`src/rtl/sn76489_pkg.sv`:
```
// sn76489_pkg: shared command type, FSM states and byte-encoding constants for the SN76489 writer
package sn76489_pkg;

    typedef struct packed {
        logic [1:0] chan;
        logic       kind;
        logic [9:0] data;
    } cmd_t;

    typedef enum logic [1:0] {IDLE, WR, GAP} state_t;

    localparam logic       LATCH_BIT  = 1'b1;
    localparam logic       ATT_BIT    = 1'b1;
    localparam logic [1:0] NOISE_CHAN = 2'd3;

endpackage

```
`src/rtl/sn76489_cmd_fifo.sv`:
```
// sn76489_cmd_fifo: count-based synchronous command FIFO; a push while full is refused even alongside a pop
module sn76489_cmd_fifo
    import sn76489_pkg::*;
#(
    parameter int DEPTH = 4
) (
    input  logic in_clk,
    input  logic in_rst_n,
    input  logic in_push,
    input  cmd_t in_data,
    input  logic in_pop,
    output cmd_t out_data,
    output logic out_full,
    output logic out_empty
);
    localparam int AW = $clog2(DEPTH);
    localparam int CW = AW + 1;

    cmd_t           mem [DEPTH];
    logic [AW-1:0]  wp, rp;
    logic [CW-1:0]  count;
    logic           push_ok, pop_ok;

    assign out_full  = count == CW'(DEPTH);
    assign out_empty = count == '0;
    assign push_ok   = in_push && !out_full;
    assign pop_ok    = in_pop && !out_empty;
    assign out_data  = mem[rp];

    // storage write; contents need no reset since the count gates every read
    always_ff @(posedge in_clk) begin
        if (push_ok) mem[wp] <= in_data;
    end

    // pointers wrap naturally at the power-of-two depth
    always_ff @(posedge in_clk or negedge in_rst_n) begin
        if (!in_rst_n) begin
            wp    <= '0;
            rp    <= '0;
            count <= '0;
        end else begin
            if (push_ok) wp <= wp + 1'b1;
            if (pop_ok) rp <= rp + 1'b1;
            count <= count + CW'(push_ok) - CW'(pop_ok);
        end
    end

endmodule

```
`src/rtl/sn76489_writer.sv`:
```
// sn76489_writer: buffers channel commands and serialises them into strobed SN76489 write bytes
// Build option: SN76489_WRITER_SKIP_HI_EN skips the tone data byte when its high bits are unchanged
module sn76489_writer
    import sn76489_pkg::*;
#(
    parameter int FIFO_DEPTH = 4,
    parameter int WR_HOLD    = 2,
    parameter int WR_GAP     = 2
) (
    input  logic       in_clk,
    input  logic       in_rst_n,
    input  logic       in_cmd_valid,
    output logic       out_cmd_ready,
    input  logic [1:0] in_cmd_chan,
    input  logic       in_cmd_kind,
    input  logic [9:0] in_cmd_data,
    output logic [7:0] out_val,
    output logic       out_wr,
    output logic       out_busy
);
    state_t     state, state_d;
    cmd_t       head;
    logic       full, empty, push, pop;
    logic [7:0] cnt, cnt_d;
    logic [7:0] val_d, first;
    logic       pend, pend_d;
    logic [5:0] hi, hi_d;
    logic       is_noise, two_byte, skip;

    assign out_cmd_ready = !full;
    assign push          = in_cmd_valid && out_cmd_ready;
    assign out_wr        = state == WR;

    sn76489_cmd_fifo #(.DEPTH(FIFO_DEPTH)) u_fifo (
        .in_clk   (in_clk),
        .in_rst_n (in_rst_n),
        .in_push  (push),
        .in_data  ({in_cmd_chan, in_cmd_kind, in_cmd_data}),
        .in_pop   (pop),
        .out_data (head),
        .out_full (full),
        .out_empty(empty)
    );

`ifdef SN76489_WRITER_SKIP_HI_EN
    logic [5:0] shadow [4];
    logic [3:0] shadow_ok;
    logic [1:0] hi_chan;

    assign skip = shadow_ok[head.chan] && shadow[head.chan] == head.data[9:4];

    // shadow contents track the last data byte sent per channel
    always_ff @(posedge in_clk) begin
        if (state == GAP && state_d == WR) shadow[hi_chan] <= hi;
    end

    // shadow valid bits and the channel of the pending data byte
    always_ff @(posedge in_clk or negedge in_rst_n) begin
        if (!in_rst_n) begin
            shadow_ok <= '0;
            hi_chan   <= '0;
        end else begin
            if (pop) hi_chan <= head.chan;
            if (state == GAP && state_d == WR) shadow_ok[hi_chan] <= 1'b1;
        end
    end
`else
    assign skip = 1'b0;
`endif

    assign is_noise = head.chan == NOISE_CHAN;
    assign two_byte = !head.kind && !is_noise && !skip;
    assign first    = head.kind ? {LATCH_BIT, head.chan, ATT_BIT, head.data[3:0]}
                    : is_noise  ? {LATCH_BIT, NOISE_CHAN, 2'b00, head.data[2:0]}
                    :             {LATCH_BIT, head.chan, 1'b0, head.data[3:0]};

    // next-state: pop and load in IDLE, time the strobe in WR, space bytes in GAP
    always_comb begin
        state_d = state;
        cnt_d   = cnt;
        val_d   = out_val;
        pend_d  = pend;
        hi_d    = hi;
        pop     = 1'b0;
        case (state)
            IDLE: if (!empty) begin
                pop     = 1'b1;
                val_d   = first;
                pend_d  = two_byte;
                hi_d    = head.data[9:4];
                cnt_d   = '0;
                state_d = WR;
            end
            WR: begin
                cnt_d   = cnt == 8'(WR_HOLD - 1) ? '0 : cnt + 8'd1;
                state_d = cnt == 8'(WR_HOLD - 1) ? GAP : WR;
            end
            GAP: if (cnt == 8'(WR_GAP - 1)) begin
                cnt_d   = '0;
                val_d   = pend ? {2'b00, hi} : out_val;
                pend_d  = 1'b0;
                state_d = pend ? WR : IDLE;
            end else begin
                cnt_d = cnt + 8'd1;
            end
            default: state_d = IDLE;
        endcase
    end

    // state, byte and busy registers; busy stays high while work remains after this edge
    always_ff @(posedge in_clk or negedge in_rst_n) begin
        if (!in_rst_n) begin
            state    <= IDLE;
            cnt      <= '0;
            out_val  <= 8'h00;
            pend     <= 1'b0;
            hi       <= '0;
            out_busy <= 1'b0;
        end else begin
            state    <= state_d;
            cnt      <= cnt_d;
            out_val  <= val_d;
            pend     <= pend_d;
            hi       <= hi_d;
            out_busy <= state_d != IDLE || push || !empty;
        end
    end

endmodule

```
`config.mk`:
```
export PLATFORM = sky130hd
export DESIGN_NAME = sn76489_writer
export DESIGN_NICKNAME = d
export VERILOG_FILES = /design/src/rtl/sn76489_pkg.sv /design/src/rtl/sn76489_cmd_fifo.sv /design/src/rtl/sn76489_writer.sv
export SDC_FILE = /design/constraint.sdc
export NUM_CORES = 1
export LEC_CHECK = 0
export BUFFER_PORTS_ARGS = -buffer_cell sky130_fd_sc_hd__buf_2
export CAP_MARGIN = 20
export CORE_ASPECT_RATIO = 1.4
export CORE_MARGIN = 3
export CORE_UTILIZATION = 55
export DETAILED_ROUTE_END_ITERATION = 10
export PLACE_DENSITY = 0.85
export SLEW_MARGIN = 20
export SYNTH_ARGS = -nofsm -noshare
export SYNTH_HDL_FRONTEND = slang
export SYNTH_SLANG_ARGS = --single-unit
```
`constraint.sdc`:
```
create_clock -name in_clk -period 3.4 [get_ports in_clk]
set_clock_uncertainty 0.15 [all_clocks]
set_input_delay 0.17 -clock in_clk [delete_from_list [all_inputs] [get_ports in_clk]]
set_output_delay 0.17 -clock in_clk [all_outputs]
set_load 0.005 [all_outputs]
```
==> results of run 1 <==
cell usage in the layout (no fill, tap or decap), types with 2 or more instances in the layout:
| cell type | instances |
|---|---|
| edfxtp_1 | 52 |
| dfrtp_1 | 33 |
| buf_2 | 26 |
| dlygate4sd3_1 | 14 |
| inv_1 | 12 |
| ha_1 | 12 |
| nor2_1 | 11 |
| mux4_1 | 11 |
| mux2_2 | 11 |
| nand2_1 | 10 |
| xnor2_1 | 10 |
| clkbuf_8 | 9 |
| mux2_4 | 6 |
| a21oi_1 | 5 |
| o21ai_0 | 5 |
| nand3_1 | 4 |
| and3_1 | 4 |
| nor4_1 | 3 |
| nor3b_1 | 3 |
| and2_1 | 3 |
| a32o_1 | 3 |
| nor3_1 | 2 |
| mux4_2 | 2 |
| clkinvlp_4 | 2 |
sequential cells by signal (all words and copies together) (netlist names), 2 cells and up:
name and flops:
u_fifo.mem 52, cnt 8, out_val 8, hi 6
u_fifo.count 3, state 2, u_fifo.rp 2, u_fifo.wp 2
synth_stat cells, drive strengths merged, types with 4 or more instances:
master / number / share of area (%)
dfrtp: 33 / 22
nor2: 11 / 1.1
nand3: 4 / 0.53
xnor2: 10 / 2.3
edfxtp: 52 / 42
mux4: 13 / 8.9
o21ai: 5 / 0.67
inv: 12 / 1.2
mux2: 17 / 5.7
a21oi: 5 / 0.67
ha: 12 / 4.0
and2: 4 / 0.67
nand2: 10 / 1.0
and3: 4 / 0.67
buf: 6 / 1.9
repair_timing:
action,CTS,global route
endpoints found under the hold margin,85,0
hold buffers,14,0
endpoints found under the setup margin,0,0
resized for setup,0,0
through the flow:
step | cell area (um^2) | util (%) | hold slack, ns
after CTS | 4240 | 64.2 | 0.0414
after floorplan | 3750 | - | -0.276
after global routing | 4240 | 64.2 | 0.104
after detailed placement | 3910 | 59.2 | 0.121
after global placement | 3910 | 59.2 | 0.113
final | 4240 | 64.2 | 0.0561
where the power goes:
part           leakage (nW)  total (mW)  switching [mW]  internal (mW)
Sequential            0.877        1.64           0.229           1.41
Combinational         0.704        1.27           0.605          0.670
Clock                0.0903       0.680           0.342          0.338
Total                  1.67        3.60            1.18           2.42
layer usage:
layer	GRT usage [%]	routed length (um)
met5	0	0
met2	27.0	3160
met3	3.79	170
met4	7.00	65
met1	21.2	2580
worst min-delay path: cells and delay by family:
kind	cells	cell delay (ns)
compound gates	1	0.15
buf+inv	1	0.13
simple gates	1	0.07
area by class of cell:
type | instances | area share, %
clock buffer | 10 | 3.01
clock inverter | 6 | 1.47
inverter | 12 | 1.06
multi-input combinational | 124 | 29.1
sequential | 85 | 56.3
tap | 92 | 2.71
timing repair buffer | 40 | 6.37
worst paths after layout:
kind | endpoint | slack [ns] | cells past startpoint
worst max-delay path | u_fifo.count[2] | 0.64 | 8
worst min-delay path | out_busy | 0.06 | 3
worst min register to register | hi[0] | 0.37 | 1
worst max register to register | u_fifo.count[2] | 0.64 | 8
min in group asynchronous | out_val[3] | 0.25 | 2
max in group asynchronous | state[0] | 2.39 | 2
logic make-up after synthesis:
logic type / after synthesis
flip-flops: 85
AO/OA/AOI/OAI: 22
buffers and inverters: 19
multiplexers: 30
AND/OR/NAND/NOR: 48
adder cells (fa/ha/maj): 13
XOR/XNOR: 11
==> flow_metrics.tcl, run 1 <==
set metrics [dict create \
    status "completed" \
    synth_edf_count 52 \
    ys_async_sr_fraction_pct 38.8 \
    p_total_mw 3.60 \
    grt_pass1_vias 2022 \
    antenna_found_initial 0 \
    max_freq_mhz 363 \
    critPathBufInv 1 \
    io_pins 27 \
    ir_worst_vdd_uv 492 \
    start_util_pct 56.7 \
    synth-seq-area-share_pct 63.6 \
    clock_latency_ns 0.35 \
    cts_buffer_depth 2 \
    relSlewSlack_pct 48.0 \
    wire_per_inst_um 16.2 \
    synth-compound-area-share_pct 4.07 \
    crit_family "adder cells" \
    overflow 0 \
    gp_congestion 0.769 \
    dp_hpwl_um 4120 \
    synth_nets 257 \
    post_layout_nonfiller_instances 369 \
    cts_setup_buffers 0 \
    num_vias 2017 \
    timing.rr.start "u_fifo.count[1]" \
    drc 0 \
    crit_start "u_fifo.count[1]" \
    fp.dieH_um 104 \
    slew_viol_final 0 \
    drv_cap 0 \
    num_rows 35 \
    synthAdderAreaFrac_pct 4.54 \
    dp_cells 339 \
    syn_inst 228 \
    netlist_area_um2 3750 \
    yosysUniqueCellTypes 43 \
    cts_tree "done" \
    clkSinkCount 85 \
    grt_pass1_wl_um 9800 \
    hold_start "in_cmd_valid" \
    track_usage_pct 16.7 \
    fp.dieArea_um2 7860 \
    hold_viol_final 0 \
    place_ws_ns 0.724 \
    critPathMaxStageDelay_ns 0.45 \
    postRouteAntennaNets 0 \
    synthXorXnorAreaFrac_pct 2.57 \
    synthSimpleGateAreaFrac_pct 7.14 \
    nFillCells 456 \
    hp-class "primary input to flop" \
    synth_area_per_cell_um2 16.5 \
    critPathKind "flop to flop" \
    tightestPinTransition_ns 0.780 \
    synthFlopType "edfxtp_1" \
    finalSetupViolCount 0 \
    path_cells "or3_1 > and2_1 > ha_1 > inv_1 > ha_1 > fa_1 > xnor2_1 > xnor2_1" \
    ctsRootBufferMaster "clkbuf_8" \
    diodes 0 \
    multi_input_area_um2 1230 \
    routed_wl_um 5980 \
    power_density_nw_per_um2 847 \
    worstPathMaxFanout 9 \
    drive_gt1_share_pct 21.7 \
    synth_top_family_by_area "multiplexers" \
    fp.dieW_um 75.8 \
    cp-start-kind "flop" \
    routed_via_density 5.47 \
    crit_required_ns 3.52 \
    firstDrtPassIters 4 \
    fin_setup_tns_ns 0 \
    syn2layout_area_growth_pct 13.1 \
    rsz0062_at_grt "false" \
    leakagePower_nw 1.67 \
    seqCellArea_um2 2390 \
    crit_slowest_cell "or3_1" \
    layout.nets 301 \
    critPathArrivalTime_ns 2.87 \
    synth-seq-cells 85 \
    h-tree-depth 3 \
    finalCritPeriodShare_pct 81.1 \
    cts_buffers 9 \
    min_period_ns 2.76 \
    portBuffers 26 \
    synth_mux_area_share_pct 14.6 \
    core_area_um2 6610 \
    ys_warn_count 0 \
    drt_iter0_markers 88 \
    worstSetupEndpointType "flop" \
    clk_pin_slew_ns 0.08 \
    grt_max_degree 34 \
    worst_slack_ns 0.642 \
]
No activity file was read; power rests on OpenSTA's default activity.
==> inputs of run 2 (changes only) <==
--- a/config.mk
+++ b/config.mk
@@ -5,6 +5,7 @@
 export SDC_FILE = /design/constraint.sdc
 export NUM_CORES = 1
 export LEC_CHECK = 0
+export ABC_AREA = 1
 export BUFFER_PORTS_ARGS = -buffer_cell sky130_fd_sc_hd__buf_2
 export CAP_MARGIN = 20
 export CORE_ASPECT_RATIO = 1.4
==> constraint.sdc (replaced) <==
create_clock -name in_clk -period 2.7 [get_ports in_clk]
set_clock_uncertainty 0.15 [all_clocks]
set_input_delay 0.135 -clock in_clk [delete_from_list [all_inputs] [get_ports in_clk]]
set_output_delay 0.135 -clock in_clk [all_outputs]
set_load 0.005 [all_outputs]
==> run 2 against run 1 <==
Against the previous run:
- worst setup slack got worse by 0.39 ns
- non-clock buffer count is 7 higher
- synthesized area rose by 2.2%
- sequential share of layout area decreased by 2.4 points
- via count rose by 33%
- clock power increased by 46%
- power increased by 41%
- combinational power grew 62%
- register-to-register slack got worse by 0.39 ns
- cell count up 40%
- maximum frequency up 13%
- largest cell class unchanged
- largest power group is now combinational cells
==> flow_metrics.tcl, run 2 <==
set metrics [dict create \
    status "completed" \
    worst_slack_ns 0.249 \
    syn_inst 373 \
    rsz0062_at_grt "false" \
    tightestPinTransition_ns 0.755 \
    cts_resized 0 \
    clk_pin_slew_ns 0.09 \
    netlist_area_um2 3830 \
    io_pins 27 \
    worstSetupEndpointType "flop" \
    antenna_found_initial 0 \
    diodes 0 \
    synth-seq-area-share_pct 62.3 \
    yosysMostFrequentCell "nand2_1" \
    gp_congestion 0.763 \
    fp.dieW_um 76.6 \
    ys_async_sr_fraction_pct 38.8 \
    grt_max_degree 34 \
    crit_family "adder cells" \
    core_area_um2 6660 \
    dp_hpwl_um 4820 \
    clock_latency_ns 0.36 \
    intPower_mw 3.03 \
    fp.dieArea_um2 8020 \
    synth-compound-area-share_pct 6.62 \
    critPathArrivalTime_ns 2.59 \
    routed_wl_um 7350 \
    cts_buffers 9 \
    final_cell_mix "nand2_1, edfxtp_1, inv_1, nor2_1, dfrtp_1" \
    crit_slowest_cell "dfrtp_1" \
    routed_via_density 5.18 \
    overflow 0 \
    synthXorXnorAreaFrac_pct 1.14 \
    drc 0 \
    crit_required_ns 2.84 \
    track_usage_pct 20.0 \
    synth_mux_area_share_pct 0.261 \
    seq_power_share_pct 39.7 \
    grt_pass1_wl_um 12300 \
    min_period_ns 2.45 \
    clkSinkCount 85 \
    synthAdderAreaFrac_pct 4.44 \
    fin_setup_tns_ns 0 \
    synth-seq-cells 85 \
    relSlewSlack_pct 49.7 \
    synth_nets 402 \
    synthDominantCellAreaShare_pct 40.7 \
    reg2reg_slack_ns 0.25 \
    path_cells "inv_1 > ha_1 > nand2_4 > inv_2 > ha_1 > inv_1 > ha_1 > fa_1 > xnor2_1 > xor2_1" \
    synth_commonest_cells "nand2_1, edfxtp_1, inv_1" \
    finalCritPeriodShare_pct 90.8 \
    largest_register_ffs 52 \
    synth_area_per_cell_um2 10.3 \
    max_freq_mhz 408 \
    synth_top_family_by_area "simple AND/OR/NAND/NOR gates" \
    wire_per_inst_um 14.2 \
    hold_viol_final 0 \
    drive_gt1_share_pct 15.5 \
    postRouteAntennaNets 0 \
    cts_buffer_depth 2 \
    fp.dieH_um 105 \
    portBuffers 26 \
    drt_iter0_markers 185 \
    largestRegisters "u_fifo.mem x52, cnt x8, out_val x8" \
    leakagePower_nw 1.96 \
    synthSimpleGateAreaFrac_pct 18.4 \
    synthFlopType "edfxtp_1" \
    worstPathMaxFanout 6 \
    crit_top_cell "ha_1" \
    firstDrtPassIters 5 \
    synth_area_leaders "edfxtp_1, dfrtp_1, nand2_1, inv_1, nand3_1" \
    num_vias 2682 \
    final_common_cell "nand2_1" \
    num_rows 35 \
    critPathBufInv 3 \
    ys_warn_count 0 \
    synth_edf_count 52 \
    swShare_pct 40.2 \
    ctsRootBufferMaster "clkbuf_8" \
    syn2layout_area_growth_pct 15.6 \
    grt_pass1_vias 2732 \
    yosysTopAreaCell "edfxtp_1" \
    yosysUniqueCellTypes 29 \
    largest-register "u_fifo.mem" \
    layout.nets 450 \
    cts_setup_buffers 0 \
    critPathKind "flop to flop" \
    critPathMaxStageDelay_ns 0.43 \
    drv_cap 0 \
    ir_worst_vdd_uv 528 \
    power_density_nw_per_um2 1140 \
    start_util_pct 57.6 \
    cts_tree "done" \
    finalSetupViolCount 0 \
    p_comb_share_pct 40.6 \
    h-tree-depth 3 \
    place_ws_ns 0.288 \
    cp-start-kind "flop" \
    clockPowerShare_pct 19.7 \
    p_sw_mw 2.04 \
    hp-class "primary input to async pin" \
    slew_viol_final 0 \
]
-- run 2: worst paths after layout --
check | start | end | cells after the start
worst max-delay path | state[1] | u_fifo.count[2] | 10
worst min-delay path | in_rst_n | state[1] | 2
worst max register to register | state[1] | u_fifo.count[2] | 10
worst min register to register | out_val[3] | out_val[3] | 2
max in group asynchronous | in_rst_n | u_fifo.wp[0] | 2
min in group in_clk | out_val[3] | out_val[3] | 2
-- run 2: final cells by class --
cell class,instances,area (um^2)
Sequential cell,85,2390
Fill cell,501,2220
Multi-Input combinational cell,226,1180
Timing Repair Buffer,47,325
Inverter,52,200
Clock buffer,9,124
Tap cell,92,115
Clock inverter,7,98.8
-- run 2: power groups by stage --
| stage | Sequential, mW | Clock [mW] | Combinational (mW) |
|---|---|---|---|
| after floorplan | 1.95 | 0 | 1.60 |
| after global placement | 2.02 | 0 | 1.94 |
| after detailed placement | 2.04 | 0 | 2.02 |
| after CTS | 2.01 | 1.00 | 2.05 |
| after global routing | 2.05 | 1.08 | 2.32 |
| final | 2.01 | 0.996 | 2.06 |
-- run 2: logic make-up after synthesis --
family,after synthesis
and+or+nand+nor,162
DFF,85
buffers and inverters,62
AOI/OAI and AO/OA,45
adders and majority gates,13
xor gates and xnor gates,5
muxes,1
-- run 2: timing repair --
item,in CTS,in global routing
endpoints found under the setup margin,0,0
hold buffers,15,0
endpoints found under the hold margin,86,0
-- run 2: through the flow --
stage | hold slack [ns] | instance area [um^2] | total power, mW | utilization, % | cells
2_1_floorplan | -0.311 | 3830 | 3.55 | - | 373
3_3_place_gp | 0.0751 | 4060 | 3.96 | 61.0 | 487
3_5_place_dp | 0.0933 | 4060 | 4.05 | 61.0 | 487
4_1_cts | 0.243 | 4430 | 5.07 | 66.6 | 518
5_1_grt | 0.281 | 4430 | 5.45 | 66.6 | 518
6_report | 0.225 | 4430 | 5.06 | 66.6 | 518
-- run 2: per-layer routing --
layer / up-vias / global-route usage (%) / share of wire [%]
met5: - / 0 / 0
met4: 0 / 12.4 / 3.3
met3: 20 / 3.88 / 4.2
met2: 76 / 35.3 / 53
met1: 1272 / 21.9 / 39
li1: 1314 / - / -
